`src/rtl/pipe_hazard_if.sv`:
```
// ID-stage bundle between the decode datapath and the hazard/forwarding unit.
// The master is the ID stage; the slave is the hazard unit.
interface pipe_hazard_if #(
   parameter int XLEN  = 32,
   parameter int RAW   = 5,
   parameter int DEPTH = 3,
   parameter int CNT_W = 16
);
   logic                    id_valid;
   logic [RAW-1:0]          id_rs1_sel;
   logic [RAW-1:0]          id_rs2_sel;
   logic                    id_rs1_used;
   logic                    id_rs2_used;
   logic                    id_regwrite;
   logic [RAW-1:0]          id_rd;
   logic                    id_is_load;
   logic                    id_branch_taken;
   logic [XLEN-1:0]         rf_rs1;
   logic [XLEN-1:0]         rf_rs2;
   logic [DEPTH*XLEN-1:0]   fwd_data;
   logic [XLEN-1:0]         op_a;
   logic [XLEN-1:0]         op_b;
   logic                    fwd_hit_a;
   logic                    fwd_hit_b;
   logic                    stall;
   logic                    kill_id;
   logic [CNT_W-1:0]        stall_cnt;

   modport master (
      output id_valid, id_rs1_sel, id_rs2_sel, id_rs1_used, id_rs2_used,
             id_regwrite, id_rd, id_is_load, id_branch_taken,
             rf_rs1, rf_rs2, fwd_data,
      input  op_a, op_b, fwd_hit_a, fwd_hit_b, stall, kill_id, stall_cnt
   );

   modport slave (
      input  id_valid, id_rs1_sel, id_rs2_sel, id_rs1_used, id_rs2_used,
             id_regwrite, id_rd, id_is_load, id_branch_taken,
             rf_rs1, rf_rs2, fwd_data,
      output op_a, op_b, fwd_hit_a, fwd_hit_b, stall, kill_id, stall_cnt
   );
endinterface

```
`src/rtl/pipe_hazard_unit.sv`:
```
// Hazard detection and operand forwarding for the in-order DLX pipeline.
// Tracks destination tags for DEPTH stages after ID and resolves RAW hazards.
module pipe_hazard_unit #(
   parameter int XLEN     = 32,
   parameter int RAW      = 5,
   parameter int DEPTH    = 3,
   parameter int LOAD_LAT = 1,
   parameter int CNT_W    = 16
) (
   input logic          clk,
   input logic          rst_n,
   pipe_hazard_if.slave bus
);

   typedef struct packed {
      logic            hit;
      logic            haz;
      logic [XLEN-1:0] data;
   } res_t;

   logic [DEPTH-1:0] sh_v;
   logic [DEPTH-1:0] sh_ld;
   logic [RAW-1:0]   sh_rd [DEPTH];
   logic             kill_q;
   logic [CNT_W-1:0] stall_cnt_q;
   logic             stall;
   logic             v_new;
   res_t             res_a;
   res_t             res_b;

   // Oldest-to-youngest scan so the youngest matching stage overwrites older ones.
   function automatic res_t resolve(input logic [RAW-1:0] sel, input logic used,
                                    input logic [XLEN-1:0] rf);
      res_t r;
      logic found;
      logic ready;
      logic [XLEN-1:0] data;
      found = 1'b0;
      ready = 1'b0;
      data  = '0;
      for (int k = DEPTH - 1; k >= 0; k--) begin
         if (sh_v[k] && sh_rd[k] == sel) begin
            found = 1'b1;
            ready = ~sh_ld[k] | (k >= LOAD_LAT);
            data  = bus.fwd_data[k*XLEN +: XLEN];
         end
      end
      found  = found & used & (sel != '0);
      r.hit  = found & ready;
      r.haz  = found & ~ready;
      r.data = (found & ready) ? data : rf;
      return r;
   endfunction

   always_comb begin
      res_a = resolve(bus.id_rs1_sel, bus.id_rs1_used, bus.rf_rs1);
      res_b = resolve(bus.id_rs2_sel, bus.id_rs2_used, bus.rf_rs2);
   end

   assign stall = bus.id_valid & ~kill_q & (res_a.haz | res_b.haz);
   assign v_new = bus.id_valid & bus.id_regwrite & ~stall & ~kill_q &
                  (bus.id_rd != '0);

   always_ff @(posedge clk) begin
      if (!rst_n) begin
         sh_v        <= '0;
         kill_q      <= 1'b0;
         stall_cnt_q <= '0;
      end else begin
         sh_v   <= {sh_v[DEPTH-2:0], v_new};
         kill_q <= bus.id_valid & bus.id_branch_taken & ~stall & ~kill_q;
         if (stall && stall_cnt_q != '1)
            stall_cnt_q <= stall_cnt_q + CNT_W'(1);
      end
   end

   // NOTE: tag payload is qualified by sh_v, so it needs no reset and stays plain flops.
   always_ff @(posedge clk) begin
      for (int k = DEPTH - 1; k > 0; k--) begin
         sh_rd[k] <= sh_rd[k-1];
         sh_ld[k] <= sh_ld[k-1];
      end
      sh_rd[0] <= bus.id_rd;
      sh_ld[0] <= bus.id_is_load;
   end

   assign bus.op_a      = res_a.data;
   assign bus.op_b      = res_b.data;
   assign bus.fwd_hit_a = res_a.hit;
   assign bus.fwd_hit_b = res_b.hit;
   assign bus.stall     = stall;
   assign bus.kill_id   = kill_q;
   assign bus.stall_cnt = stall_cnt_q;

endmodule

```
`src/flat_wrapper.sv`:
```
// flat-port wrapper written by rule: the top's interface ports become plain ports
module pipe_hazard_unit_flat 
#(
   parameter int XLEN     = 32,
   parameter int RAW      = 5,
   parameter int DEPTH    = 3,
   parameter int LOAD_LAT = 1,
   parameter int CNT_W    = 16
)
  (clk, rst_n, bus_id_valid, bus_id_rs1_sel, bus_id_rs2_sel, bus_id_rs1_used, bus_id_rs2_used, bus_id_regwrite, bus_id_rd, bus_id_is_load, bus_id_branch_taken, bus_rf_rs1, bus_rf_rs2, bus_fwd_data, bus_op_a, bus_op_b, bus_fwd_hit_a, bus_fwd_hit_b, bus_stall, bus_kill_id, bus_stall_cnt);
  pipe_hazard_if #(.XLEN(XLEN), .RAW(RAW), .DEPTH(DEPTH), .CNT_W(CNT_W)) bus_i ();
  input logic clk;
  input logic rst_n;
  input wire logic [$bits(bus_i.id_valid)-1:0] bus_id_valid;
  input wire logic [$bits(bus_i.id_rs1_sel)-1:0] bus_id_rs1_sel;
  input wire logic [$bits(bus_i.id_rs2_sel)-1:0] bus_id_rs2_sel;
  input wire logic [$bits(bus_i.id_rs1_used)-1:0] bus_id_rs1_used;
  input wire logic [$bits(bus_i.id_rs2_used)-1:0] bus_id_rs2_used;
  input wire logic [$bits(bus_i.id_regwrite)-1:0] bus_id_regwrite;
  input wire logic [$bits(bus_i.id_rd)-1:0] bus_id_rd;
  input wire logic [$bits(bus_i.id_is_load)-1:0] bus_id_is_load;
  input wire logic [$bits(bus_i.id_branch_taken)-1:0] bus_id_branch_taken;
  input wire logic [$bits(bus_i.rf_rs1)-1:0] bus_rf_rs1;
  input wire logic [$bits(bus_i.rf_rs2)-1:0] bus_rf_rs2;
  input wire logic [$bits(bus_i.fwd_data)-1:0] bus_fwd_data;
  output wire logic [$bits(bus_i.op_a)-1:0] bus_op_a;
  output wire logic [$bits(bus_i.op_b)-1:0] bus_op_b;
  output wire logic [$bits(bus_i.fwd_hit_a)-1:0] bus_fwd_hit_a;
  output wire logic [$bits(bus_i.fwd_hit_b)-1:0] bus_fwd_hit_b;
  output wire logic [$bits(bus_i.stall)-1:0] bus_stall;
  output wire logic [$bits(bus_i.kill_id)-1:0] bus_kill_id;
  output wire logic [$bits(bus_i.stall_cnt)-1:0] bus_stall_cnt;
  assign bus_i.id_valid = bus_id_valid;
  assign bus_i.id_rs1_sel = bus_id_rs1_sel;
  assign bus_i.id_rs2_sel = bus_id_rs2_sel;
  assign bus_i.id_rs1_used = bus_id_rs1_used;
  assign bus_i.id_rs2_used = bus_id_rs2_used;
  assign bus_i.id_regwrite = bus_id_regwrite;
  assign bus_i.id_rd = bus_id_rd;
  assign bus_i.id_is_load = bus_id_is_load;
  assign bus_i.id_branch_taken = bus_id_branch_taken;
  assign bus_i.rf_rs1 = bus_rf_rs1;
  assign bus_i.rf_rs2 = bus_rf_rs2;
  assign bus_i.fwd_data = bus_fwd_data;
  assign bus_op_a = bus_i.op_a;
  assign bus_op_b = bus_i.op_b;
  assign bus_fwd_hit_a = bus_i.fwd_hit_a;
  assign bus_fwd_hit_b = bus_i.fwd_hit_b;
  assign bus_stall = bus_i.stall;
  assign bus_kill_id = bus_i.kill_id;
  assign bus_stall_cnt = bus_i.stall_cnt;
  pipe_hazard_unit #(.XLEN(XLEN), .RAW(RAW), .DEPTH(DEPTH), .LOAD_LAT(LOAD_LAT), .CNT_W(CNT_W)) u_core (.clk(clk), .rst_n(rst_n), .bus(bus_i));
endmodule
```
`config.mk`:
```
export PLATFORM = sky130hd
export DESIGN_NAME = pipe_hazard_unit_flat
export DESIGN_NICKNAME = d
export VERILOG_FILES = /design/src/rtl/pipe_hazard_if.sv /design/src/rtl/pipe_hazard_unit.sv /design/src/flat_wrapper.sv
export SDC_FILE = /design/constraint.sdc
export NUM_CORES = 1
export LEC_CHECK = 0
export BUFFER_PORTS_ARGS = -buffer_cell sky130_fd_sc_hd__buf_2
export CORE_MARGIN = 1.5
export CORE_UTILIZATION = 30
export DETAILED_ROUTE_END_ITERATION = 12
export PLACE_DENSITY = 0.73
export SLEW_MARGIN = 20
export SYNTH_ARGS = -nofsm -noshare
export SYNTH_HDL_FRONTEND = slang
export SYNTH_SLANG_ARGS = --single-unit
```
`constraint.sdc`:
```
create_clock -name clk -period 2.85 [get_ports clk]
set_clock_uncertainty 0.1 [all_clocks]
set_input_delay 0 -clock clk [delete_from_list [all_inputs] [get_ports clk]]
set_output_delay 0 -clock clk [all_outputs]
set_load 0.005 [all_outputs]
```
==> impl_metrics.env <==
export IMPL_cellPowerDensity_mw_per_mm2=262
export IMPL_endpoint_kind="primary output"
export IMPL_cp_max_fo=15
export IMPL_final_util_pct=45.5
export IMPL_syn_avg_cell_area_um2=7.75
export IMPL_drt_iter0_markers=243
export IMPL_layout_commonest_cell="buf_2"
export IMPL_htree_levels=2
export IMPL_dp_hpwl_um=11100
export IMPL_ys_types=42
export IMPL_grt_pass1_wl_um=21100
export IMPL_synthesis_nets=674
export IMPL_dr_pass1_iters=4
export IMPL_clock_fmax_mhz=394
export IMPL_finalHoldViolCount=0
export IMPL_status="finished clean"
export IMPL_floorplan_rows=40
export IMPL_async_flop_share_pct=0
export IMPL_clk_path_buf_depth=2
export IMPL_synth_seq_cells=36
export IMPL_crit_type="reg2out"
export IMPL_cap_violations=0
export IMPL_final_cell_area_mm2=0.00553
export IMPL_vias=4708
export IMPL_ios=267
export IMPL_antenna_found_initial=2
export IMPL_setup_violations=0
export IMPL_cts_tree="yes"
export IMPL_slew_headroom_pct=53.9
export IMPL_initial_core_util_pct=31.2
export IMPL_insertion_delay_ns=0.28
export IMPL_ys_seq_area_share_pct=19.0
export IMPL_combPwrFrac_pct=25.9
export IMPL_power_frac_seq_pct=36.6
export IMPL_p_switching_uw=373
export IMPL_r2r_slack_ns=0.40
export IMPL_critPathLaunchType="flip-flop"
export IMPL_fp_dieH_um=116
export IMPL_crit_end="bus_op_a[23]"
export IMPL_reg2regPathDepth=6
export IMPL_synthFlopType="dfxtp_1"
export IMPL_drtAntennaViolNets=0
export IMPL_clk_pin_slew_worst_paths_ns=0.05
export IMPL_synth_edf_count=0
export IMPL_synth_top_area_share_pct=19.0
export IMPL_totalPowerFinal_uw=1450
export IMPL_gr_total_overflow=0
export IMPL_ir_worst_vdd_mv=0.366
export IMPL_drc=0
export IMPL_post_route_period_util_pct=89.0
export IMPL_clock_sinks=36
export IMPL_yosys_area_top_type="dfxtp_1"
export IMPL_gp_congestion=0.827
export IMPL_reg2reg_from="u_core.sh_rd[0][4]"
export IMPL_fin_tns_setup_ns=0
export IMPL_syn_area_mm2=0.00380
export IMPL_layout_common_cells="266 x buf_2, 69 x mux2i_1, 68 x nor2_1"
export IMPL_grt_pass1_vias=4232
export IMPL_intPower_uw=1080
export IMPL_n_antenna_cell=0
export IMPL_fin_crit_ns=2.54
export IMPL_hold_path_class="in2reg"
export IMPL_grt_usage_pct=19.8
export IMPL_clockRootBuffer="clkbuf_16"
export IMPL_routedWlPerCell_um=15.6
export IMPL_drv_slew=0
export IMPL_core_area_mm2=0.0122
export IMPL_clkPwrFrac_pct=37.4
export IMPL_required_ns=2.75
export IMPL_worstSetupStartpoint="u_core.sh_rd[0][5]"
export IMPL_drive_above_1_share_pct=39.1
export IMPL_die_area_mm2=0.0133
export IMPL_arrival_ns=2.44
export IMPL_worstReg2RegEnd="u_core.bus.stall_cnt[3]"
export IMPL_hold_worst_slack_ns=0.0142
export IMPL_die_w_um=116
export IMPL_grt_start_max_net_pins=66
export IMPL_cts_made_buffers=5
export IMPL_ys_warn_count=0
export IMPL_synthCells=490
export IMPL_wl_um=14200
export IMPL_postCtsSetupRepairBufs=0
export IMPL_yosys_top_cells_area="dfxtp_1 19%, mux2i_1 18%, a211oi_1 13%"
export IMPL_swShare_pct=25.8
export IMPL_placedInstanceArea_mm2=0.00531
export IMPL_port_buffers=266
export IMPL_p_leak_uw=0.00269
export IMPL_rsz0062_at_grt="false"
export IMPL_area_growth_pct=45.6
export IMPL_avgViaCountPerCell=5.17
export IMPL_nets=925
export IMPL_tightest_slew_ns=0.691
## metal layers
metal / share of wire, % / global-route usage [%]
met4: 0.84 / 3.95
met5: 0.19 / 0
met1: 43 / 25.6
met2: 49 / 34.8
met3: 6.7 / 3.09
## worst min-delay path by stage
| stage | end | cells past startpoint | start | slack [ns] |
|---|---|---|---|---|
| after floorplan | u_core.sh_ld[0] | 0 | bus_id_is_load | -0.07 |
| after detailed placement | u_core.sh_ld[0] | 1 | bus_id_is_load | 0.004 |
| after global routing | u_core.bus.stall_cnt[9] | 3 | rst_n | 0.04 |
| after global placement | u_core.sh_ld[0] | 1 | bus_id_is_load | 0.008 |
| after CTS | u_core.bus.stall_cnt[9] | 3 | rst_n | 0.02 |
| final | u_core.bus.stall_cnt[10] | 3 | rst_n | 0.01 |
## critical path: stages (launching register included)
cell and delay [ns]:
dfxtp_1 0.36, inv_1 0.07, a222oi_1 0.32, and3b_2 0.29, buf_4 0.32, mux2i_1 0.12, a211oi_1 0.42, a21o_1 0.13
buf_2 0.10
## flip-flops by register name, indices dropped and copies added (netlist names)
register	cells
u_core.sh_v	3
u_core.sh_rd	15
u_core.bus.stall_cnt	16
u_core.sh_ld	1
u_core.bus.kill_id	1
## metrics by stage
stage | worst slack [ns] | instances
after floorplan | 0.774 | 490
after global placement | 0.492 | 894
after detailed placement | 0.412 | 894
after CTS | 0.305 | 910
after global routing | 0.159 | 910
final | 0.314 | 910
## cells in the mapped netlist (3+ instances only)
master and n:
buf_2 20, xor2_1 16, o31ai_1 9, nor2_1 68, a21oi_1 11, o21ai_0 5
nor4_1 4, mux2i_1 69, and2_1 10, or4_1 11, or3_1 3, nand2_1 16
clkbuf_1 18, a21o_1 64, and3_1 4, nand3_1 9, nand2b_1 7, dfxtp_1 36
xnor2_1 8, nor3_1 3, a211oi_1 65, inv_1 7
## timing repair
action | 4_1_cts | 5_1_grt
endpoints found under the hold margin | 8 | 0
hold buffers | 8 | 0
gates resized for setup | 0 | 0
## kinds of logic after synthesis
group | count (synthesis) | share of synthesized area [%]
AO/OA/AOI/OAI | 167 | 32.2
XOR/XNOR | 24 | 5.53
adder cells (fa/ha/maj) | 1 | 0.329
buffers and inverters | 48 | 5.60
flip-flops | 36 | 19.0
multiplexers | 69 | 18.2
AND/OR/NAND/NOR | 145 | 19.2
## power by group through the flow
stage / Clock, µW / Sequential, µW / Combinational (µW)
floorplan: 0 / 538 / 143
finish: 542 / 531 / 376
global placement: 0 / 540 / 359
detailed placement: 0 / 541 / 365
CTS: 552 / 531 / 377
global route: 577 / 532 / 414
## layout make-up
| cell class | instances | area (µm²) |
|---|---|---|
| multi-input cells | 406 | 2900 |
| flip-flops and latches | 36 | 721 |
| inverters | 8 | 30.0 |
| well taps | 168 | 210 |
| clock buffers | 8 | 146 |
| fillers | 1264 | 6630 |
| repair buffers | 284 | 1520 |
No activity file was read; power rests on OpenSTA's default activity.
